## src/rtl/vdp_timing_gen.sv

```systemverilog
// Mega Drive VDP-style raster timing source: pixel strobe, pixel clock, enables, syncs and field.
// Define VDP_TIMING_PATTERN_EN to drive 8 vertical colour bars; otherwise r/g/b_out are tied to 0.
module vdp_timing_gen (
  input  logic       clk,
  input  logic       reset,
  input  logic       h40,
  input  logic       v30,
  input  logic       pal,
  input  logic       lace,
  output logic       ce_pix,
  output logic       vdp_hclk1,
  output logic       vdp_de_h,
  output logic       vdp_de_v,
  output logic       vdp_intfield,
  output logic       hs_out,
  output logic       vs_out,
  output logic [8:0] pix_x,
  output logic [8:0] line_y,
  output logic [7:0] r_out,
  output logic [7:0] g_out,
  output logic [7:0] b_out
);

  logic       started_q, started_d;
  logic [3:0] dcnt_q, dcnt_d;
  logic [8:0] hpos_q, hpos_d;
  logic [8:0] vpos_q, vpos_d;
  logic       h40_q, h40_d, v30_q, v30_d, pal_q, pal_d, lace_q, lace_d;
  logic       field_q, field_d;

  logic       ce_pix_q, ce_pix_d;
  logic       hclk1_q, hclk1_d;
  logic       de_h_q, de_h_d, de_v_q, de_v_d;
  logic       intfield_q, intfield_d;
  logic       hs_q, hs_d, vs_q, vs_d;
  logic [8:0] pix_x_q, pix_x_d, line_y_q, line_y_d;
  logic [7:0] r_q, r_d, g_q, g_d, b_q, b_d;

  logic [3:0] last_dcnt, half;
  logic [8:0] last_slot, frame_last, act_w, act_h, vs_start;
  logic       emit, line_end, frame_end, hs_lo, vs_lo, act_h_now, act_v_now;
  logic [7:0] pat_r, pat_g, pat_b;

  always_comb begin
    half      = h40_q ? 4'd4 : 4'd5;
    last_slot = h40_q ? 9'd426 : 9'd341;
    // The last H40 slot is stretched by 4 pad clocks so every line is 3420 clocks.
    if (!h40_q)                  last_dcnt = 4'd9;
    else if (hpos_q == 9'd426)   last_dcnt = 4'd11;
    else                         last_dcnt = 4'd7;
    act_w = h40_q ? 9'd320 : 9'd256;
    act_h = v30_q ? 9'd240 : 9'd224;
    if (!pal_q)      vs_start = act_h + 9'd10;
    else if (v30_q)  vs_start = 9'd267;
    else             vs_start = 9'd259;
    frame_last = (pal_q ? 9'd312 : 9'd261) + {8'd0, lace_q & field_q};
    emit       = started_q & (dcnt_q == 4'd0);
    line_end   = started_q & (dcnt_q == last_dcnt) & (hpos_q == last_slot);
    frame_end  = line_end & (vpos_q == frame_last);
    hs_lo      = h40_q ? (hpos_q >= 9'd332 && hpos_q <= 9'd363)
                       : (hpos_q >= 9'd265 && hpos_q <= 9'd290);
    vs_lo      = (vpos_q >= vs_start) && (vpos_q < vs_start + 9'd3);
    act_h_now  = hpos_q < act_w;
    act_v_now  = vpos_q < act_h;
  end

`ifdef VDP_TIMING_PATTERN_EN
  logic [2:0] bar;
  always_comb begin
    bar = 3'd0;
    for (int k = 1; k < 8; k++) begin
      if (hpos_q >= (h40_q ? 9'(40 * k) : 9'(32 * k))) bar = 3'(k);
    end
    // Bar index 0..7 maps to white, yellow, cyan, green, magenta, red, blue, black.
    pat_r = {8{~bar[1]}};
    pat_g = {8{~bar[2]}};
    pat_b = {8{~bar[0]}};
  end
`else
  always_comb begin
    pat_r = 8'd0;
    pat_g = 8'd0;
    pat_b = 8'd0;
  end
`endif

  always_comb begin
    started_d  = 1'b1;
    dcnt_d     = dcnt_q;
    hpos_d     = hpos_q;
    vpos_d     = vpos_q;
    h40_d      = h40_q;
    v30_d      = v30_q;
    pal_d      = pal_q;
    lace_d     = lace_q;
    field_d    = field_q;
    ce_pix_d   = emit;
    hclk1_d    = started_q & (dcnt_q < half);
    de_h_d     = de_h_q;
    de_v_d     = de_v_q;
    intfield_d = intfield_q;
    hs_d       = hs_q;
    vs_d       = vs_q;
    pix_x_d    = pix_x_q;
    line_y_d   = line_y_q;
    r_d        = r_q;
    g_d        = g_q;
    b_d        = b_q;

    if (!started_q) begin
      h40_d  = h40;
      v30_d  = v30;
      pal_d  = pal;
      lace_d = lace;
    end else if (dcnt_q == last_dcnt) begin
      dcnt_d = 4'd0;
      if (line_end) begin
        hpos_d = 9'd0;
        if (frame_end) begin
          vpos_d  = 9'd0;
          h40_d   = h40;
          v30_d   = v30;
          pal_d   = pal;
          lace_d  = lace;
          field_d = lace ? ~field_q : 1'b0;
        end else begin
          vpos_d = vpos_q + 9'd1;
        end
      end else begin
        hpos_d = hpos_q + 9'd1;
      end
    end else begin
      dcnt_d = dcnt_q + 4'd1;
    end

    if (emit) begin
      pix_x_d    = hpos_q;
      line_y_d   = vpos_q;
      de_h_d     = act_h_now;
      de_v_d     = act_v_now;
      intfield_d = field_q;
      hs_d       = ~hs_lo;
      vs_d       = ~vs_lo;
      r_d        = (act_h_now & act_v_now) ? pat_r : 8'd0;
      g_d        = (act_h_now & act_v_now) ? pat_g : 8'd0;
      b_d        = (act_h_now & act_v_now) ? pat_b : 8'd0;
    end
  end

  always_ff @(posedge clk or posedge reset) begin
    if (reset) begin
      started_q  <= 1'b0;
      dcnt_q     <= 4'd0;
      hpos_q     <= 9'd0;
      vpos_q     <= 9'd0;
      h40_q      <= 1'b0;
      v30_q      <= 1'b0;
      pal_q      <= 1'b0;
      lace_q     <= 1'b0;
      field_q    <= 1'b0;
      ce_pix_q   <= 1'b0;
      hclk1_q    <= 1'b0;
      de_h_q     <= 1'b0;
      de_v_q     <= 1'b0;
      intfield_q <= 1'b0;
      hs_q       <= 1'b1;
      vs_q       <= 1'b1;
      pix_x_q    <= 9'd0;
      line_y_q   <= 9'd0;
      r_q        <= 8'd0;
      g_q        <= 8'd0;
      b_q        <= 8'd0;
    end else begin
      started_q  <= started_d;
      dcnt_q     <= dcnt_d;
      hpos_q     <= hpos_d;
      vpos_q     <= vpos_d;
      h40_q      <= h40_d;
      v30_q      <= v30_d;
      pal_q      <= pal_d;
      lace_q     <= lace_d;
      field_q    <= field_d;
      ce_pix_q   <= ce_pix_d;
      hclk1_q    <= hclk1_d;
      de_h_q     <= de_h_d;
      de_v_q     <= de_v_d;
      intfield_q <= intfield_d;
      hs_q       <= hs_d;
      vs_q       <= vs_d;
      pix_x_q    <= pix_x_d;
      line_y_q   <= line_y_d;
      r_q        <= r_d;
      g_q        <= g_d;
      b_q        <= b_d;
    end
  end

  assign ce_pix       = ce_pix_q;
  assign vdp_hclk1    = hclk1_q;
  assign vdp_de_h     = de_h_q;
  assign vdp_de_v     = de_v_q;
  assign vdp_intfield = intfield_q;
  assign hs_out       = hs_q;
  assign vs_out       = vs_q;
  assign pix_x        = pix_x_q;
  assign line_y       = line_y_q;
  assign r_out        = r_q;
  assign g_out        = g_q;
  assign b_out        = b_q;

endmodule
```

## config.mk

```make
export PLATFORM = sky130hd
export DESIGN_NAME = vdp_timing_gen
export DESIGN_NICKNAME = d
export VERILOG_FILES = /design/src/rtl/vdp_timing_gen.sv
export SDC_FILE = /design/constraint.sdc
export NUM_CORES = 1
export LEC_CHECK = 0
export ABC_AREA = 0
export BUFFER_PORTS_ARGS = -buffer_cell sky130_fd_sc_hd__buf_2
export CAP_MARGIN = 25
export CELL_PAD_IN_SITES_DETAIL_PLACEMENT = 0
export CELL_PAD_IN_SITES_GLOBAL_PLACEMENT = 2
export CORE_UTILIZATION = 36
export CTS_CLUSTER_DIAMETER = 120
export CTS_CLUSTER_SIZE = 40
export DETAILED_ROUTE_END_ITERATION = 6
export PLACE_DENSITY_LB_ADDON = 0.1
export SETUP_SLACK_MARGIN = 0.2
export SLEW_MARGIN = 20
export SYNTH_ARGS = -nofsm -noshare
export SYNTH_HDL_FRONTEND = slang
export SYNTH_SLANG_ARGS = --single-unit
```

## constraint.sdc

```tcl
create_clock -name clk -period 3.39 [get_ports clk]
set_input_delay 1.017 -clock clk [delete_from_list [all_inputs] [get_ports clk]]
set_output_delay 1.017 -clock clk [all_outputs]
set_load 0.05 [all_outputs]
```

==> impl_metrics.ini <==
[outcome]
status = finished clean

[critical_path]
ff2ff_path_depth = 6
slowest_stage = a2111oi_4
worst-path-max-fanout = 8
reg2reg_to = v30_q
critPathLaunchType = flop
r2r_slack_ns = 0.58
r2r-start = vpos_q[5]
path_cells = ha_1 > or4b_1 > a2111oi_4 > nand3_4 > o21ai_4 > mux2_4
arrival_ns = 3.01
critical-path-max-stage-delay_ns = 0.64
crit_end = v30_q
critical_path_class = reg -> reg
crit_start = vpos_q[5]
critPathRequiredTime_ns = 3.59
end_kind = flop

[job]
cap_violations = 0

[cells_and_area]
seq_area_um2 = 1330
area_growth_pct = 6.92
drive_above_1_share = 0.241
nets = 351
multi_input_area_um2 = 1590
fillers = 876
antenna_cells = 0

[logic_synthesis]
yosysSeqAreaShare = 0.420
synth_area_per_cell_um2 = 10.3
synth_cells = 307
ys_types = 54
synth-edff-count = 0
syn_area_um2 = 3160
synth-main-ff-cell = dfrtp_1
yosysTopAreaCellShare = 0.403
async_flop_share = 1.00
synth_warnings = 0
synthTopCellsByArea = dfrtp_1, mux2_2, ha_1
yosys.area.top_type = dfrtp_1
ys_ff_latch = 53

[sta]
period_share = 0.829
setup_violations = 0
fin_skew_ns = 0.00711
setup_ws_ns = 0.579
worst_pin_slew_ns = 0.699
max_freq_mhz = 356
slew_violations = 0
fin_tns_setup_ns = 0
slew-limit-headroom = 0.533
min_period_ns = 2.81
rsz0062_at_grt = no
hold_viol_final = 0

[grt]
grt_pass1_vias = 2125
grt_overflow = 0
antenna_found_initial = 0
grt_pass1_wl_um = 11000
grt_max_degree = 33
grt_use_total = 0.157

[routing]
ant_nets = 0
drt_first_pass_iters = 4
wl_per_cell_um = 15.4
drt_iter0_markers = 66
remaining_drc_errors = 0
vias_per_cell = 5.18
drt-total-wl_um = 6690
via_count = 2243

[cts]
worstSkewPairLatency_ns = 0.31
tritoncts = done
cts_made_buffers = 5
clkSinkCount = 53
post_cts.repair.setup_buffers = 0
clock_tree.buffer_depth = 2
cts_resized = 0
hold_buffers = 0
h-tree-depth = 2
clkTransAtPathRegs_ns = 0.10
root_buffer = clkbuf_8

[power_and_ir_drop]
p_per_area_nw_per_um2 = 499
ir_worst_vdd_mv = 0.247
leakage_uw = 0.00154

[die]
die-area_um2 = 9170
initial_core_util = 0.379
rows = 33
fp.dieH_um = 95.7
ios = 55
coreArea_um2 = 8340
chipWidth_um = 95.7

[placement]
dp_slack_ns = 0.611
hpwl_um = 4680
portBuffers = 30
gp_congestion = 0.746

[worst_hold_path]
hold_path.class = reg -> reg
cells in the mapped netlist, drive strengths merged (2+ instances only):
master and number:
o31ai 11, nand4b 4, nand2 15, o21ai 19, nand3 13, mux2 25
clkbuf 13, xor2 5, inv 17, a31oi 5, and3 5, a21oi 13
dfstp 2, buf 31, ha 18, nand2b 6, or4 3, o41ai 4
or3 3, nor2 12, or4b 5, dfrtp 51, nor2b 2, o22ai 3
conb 2, nor3 4, nand4 2
worst min path at each step:
stage	from	end	slack [ns]	cells past startpoint
detailed placement	hpos_q[8]	hs_out	0.46	1
floorplan	hpos_q[8]	hs_out	0.42	1
CTS	hpos_q[8]	hs_out	0.47	1
finish	hpos_q[8]	hs_out	0.46	1
global placement	hpos_q[8]	hs_out	0.46	1
global route	hpos_q[8]	hs_out	0.49	1
critical path, delay by kind of cell (launching register included):
kind	cells	cell delay, ns
flops	1	0.47
fa+ha+maj	1	0.34
mux	1	0.32
compound gates	2	0.90
simple gates	2	0.67
layout by cell type, fill, tap and decap left out, types with 5 or more instances in the layout:
master    count
conb_1       25
dfrtp_1      51
nand2_1      14
and3_1        5
o31ai_1      11
xor2_1        5
nand3_1      12
a31oi_1       5
mux2_2       21
ha_1         18
a21oi_1      13
o21ai_0      14
nand2b_1      6
buf_2        30
inv_1        16
nor2_1       12
clkbuf_8      5
sequential cells by signal (all words and copies together) (netlist names):
register and cells:
ce_pix 1, dcnt_q 4, field_q 1, h40_q 1
hpos_q 9, hs_out 1, lace_q 1, line_y 9
pal_q 1, pix_x 9, started_q 1, v30_q 1
vdp_de_h 1, vdp_de_v 1, vdp_hclk1 1, vdp_intfield 1
vpos_q 9, vs_out 1
layout make-up:
type | instances | share of cell area
tap | 105 | 0.0388
sequential | 53 | 0.393
clock buffer | 7 | 0.0226
timing repair buffer | 34 | 0.0533
inverter | 17 | 0.0189
multi-input combinational | 216 | 0.471
clock inverter | 1 | 0.00222
metrics by stage:
stage                      util  cell area (um^2)  power (uW)  hold WS (ns)  std cells
after floorplan               -              3250        1260         0.425        330
after global placement    0.395              3300        1340         0.461        425
after detailed placement  0.395              3300        1350         0.459        425
after CTS                 0.405              3380        1710         0.467        433
after global routing      0.405              3380        1800         0.489        433
final                     0.405              3380        1690         0.460        433
where the power goes:
part	switching [uW]	internal, uW
clock network	213	147
registers	111	709
logic	345	162
per-layer routing:
layer	global-route usage	part of all wire	vias to the layer above
met1	0.207	0.48	1117
met2	0.266	0.48	31
met5	0	0	-
met4	0.0435	0.0088	0
li1	-	-	1088
met3	0.0276	0.024	7
kinds of logic after synthesis:
family,after synthesis,synth area share
XOR/XNOR,6,0.0166
other,2,0.00237
AND/OR/NAND/NOR,80,0.152
flip-flops,53,0.420
adder cells (fa/ha/maj),18,0.0712
buffers and inverters,61,0.105
multiplexers,26,0.0969
AO/OA/AOI/OAI,61,0.136
(Power assumes the default switching activity.)
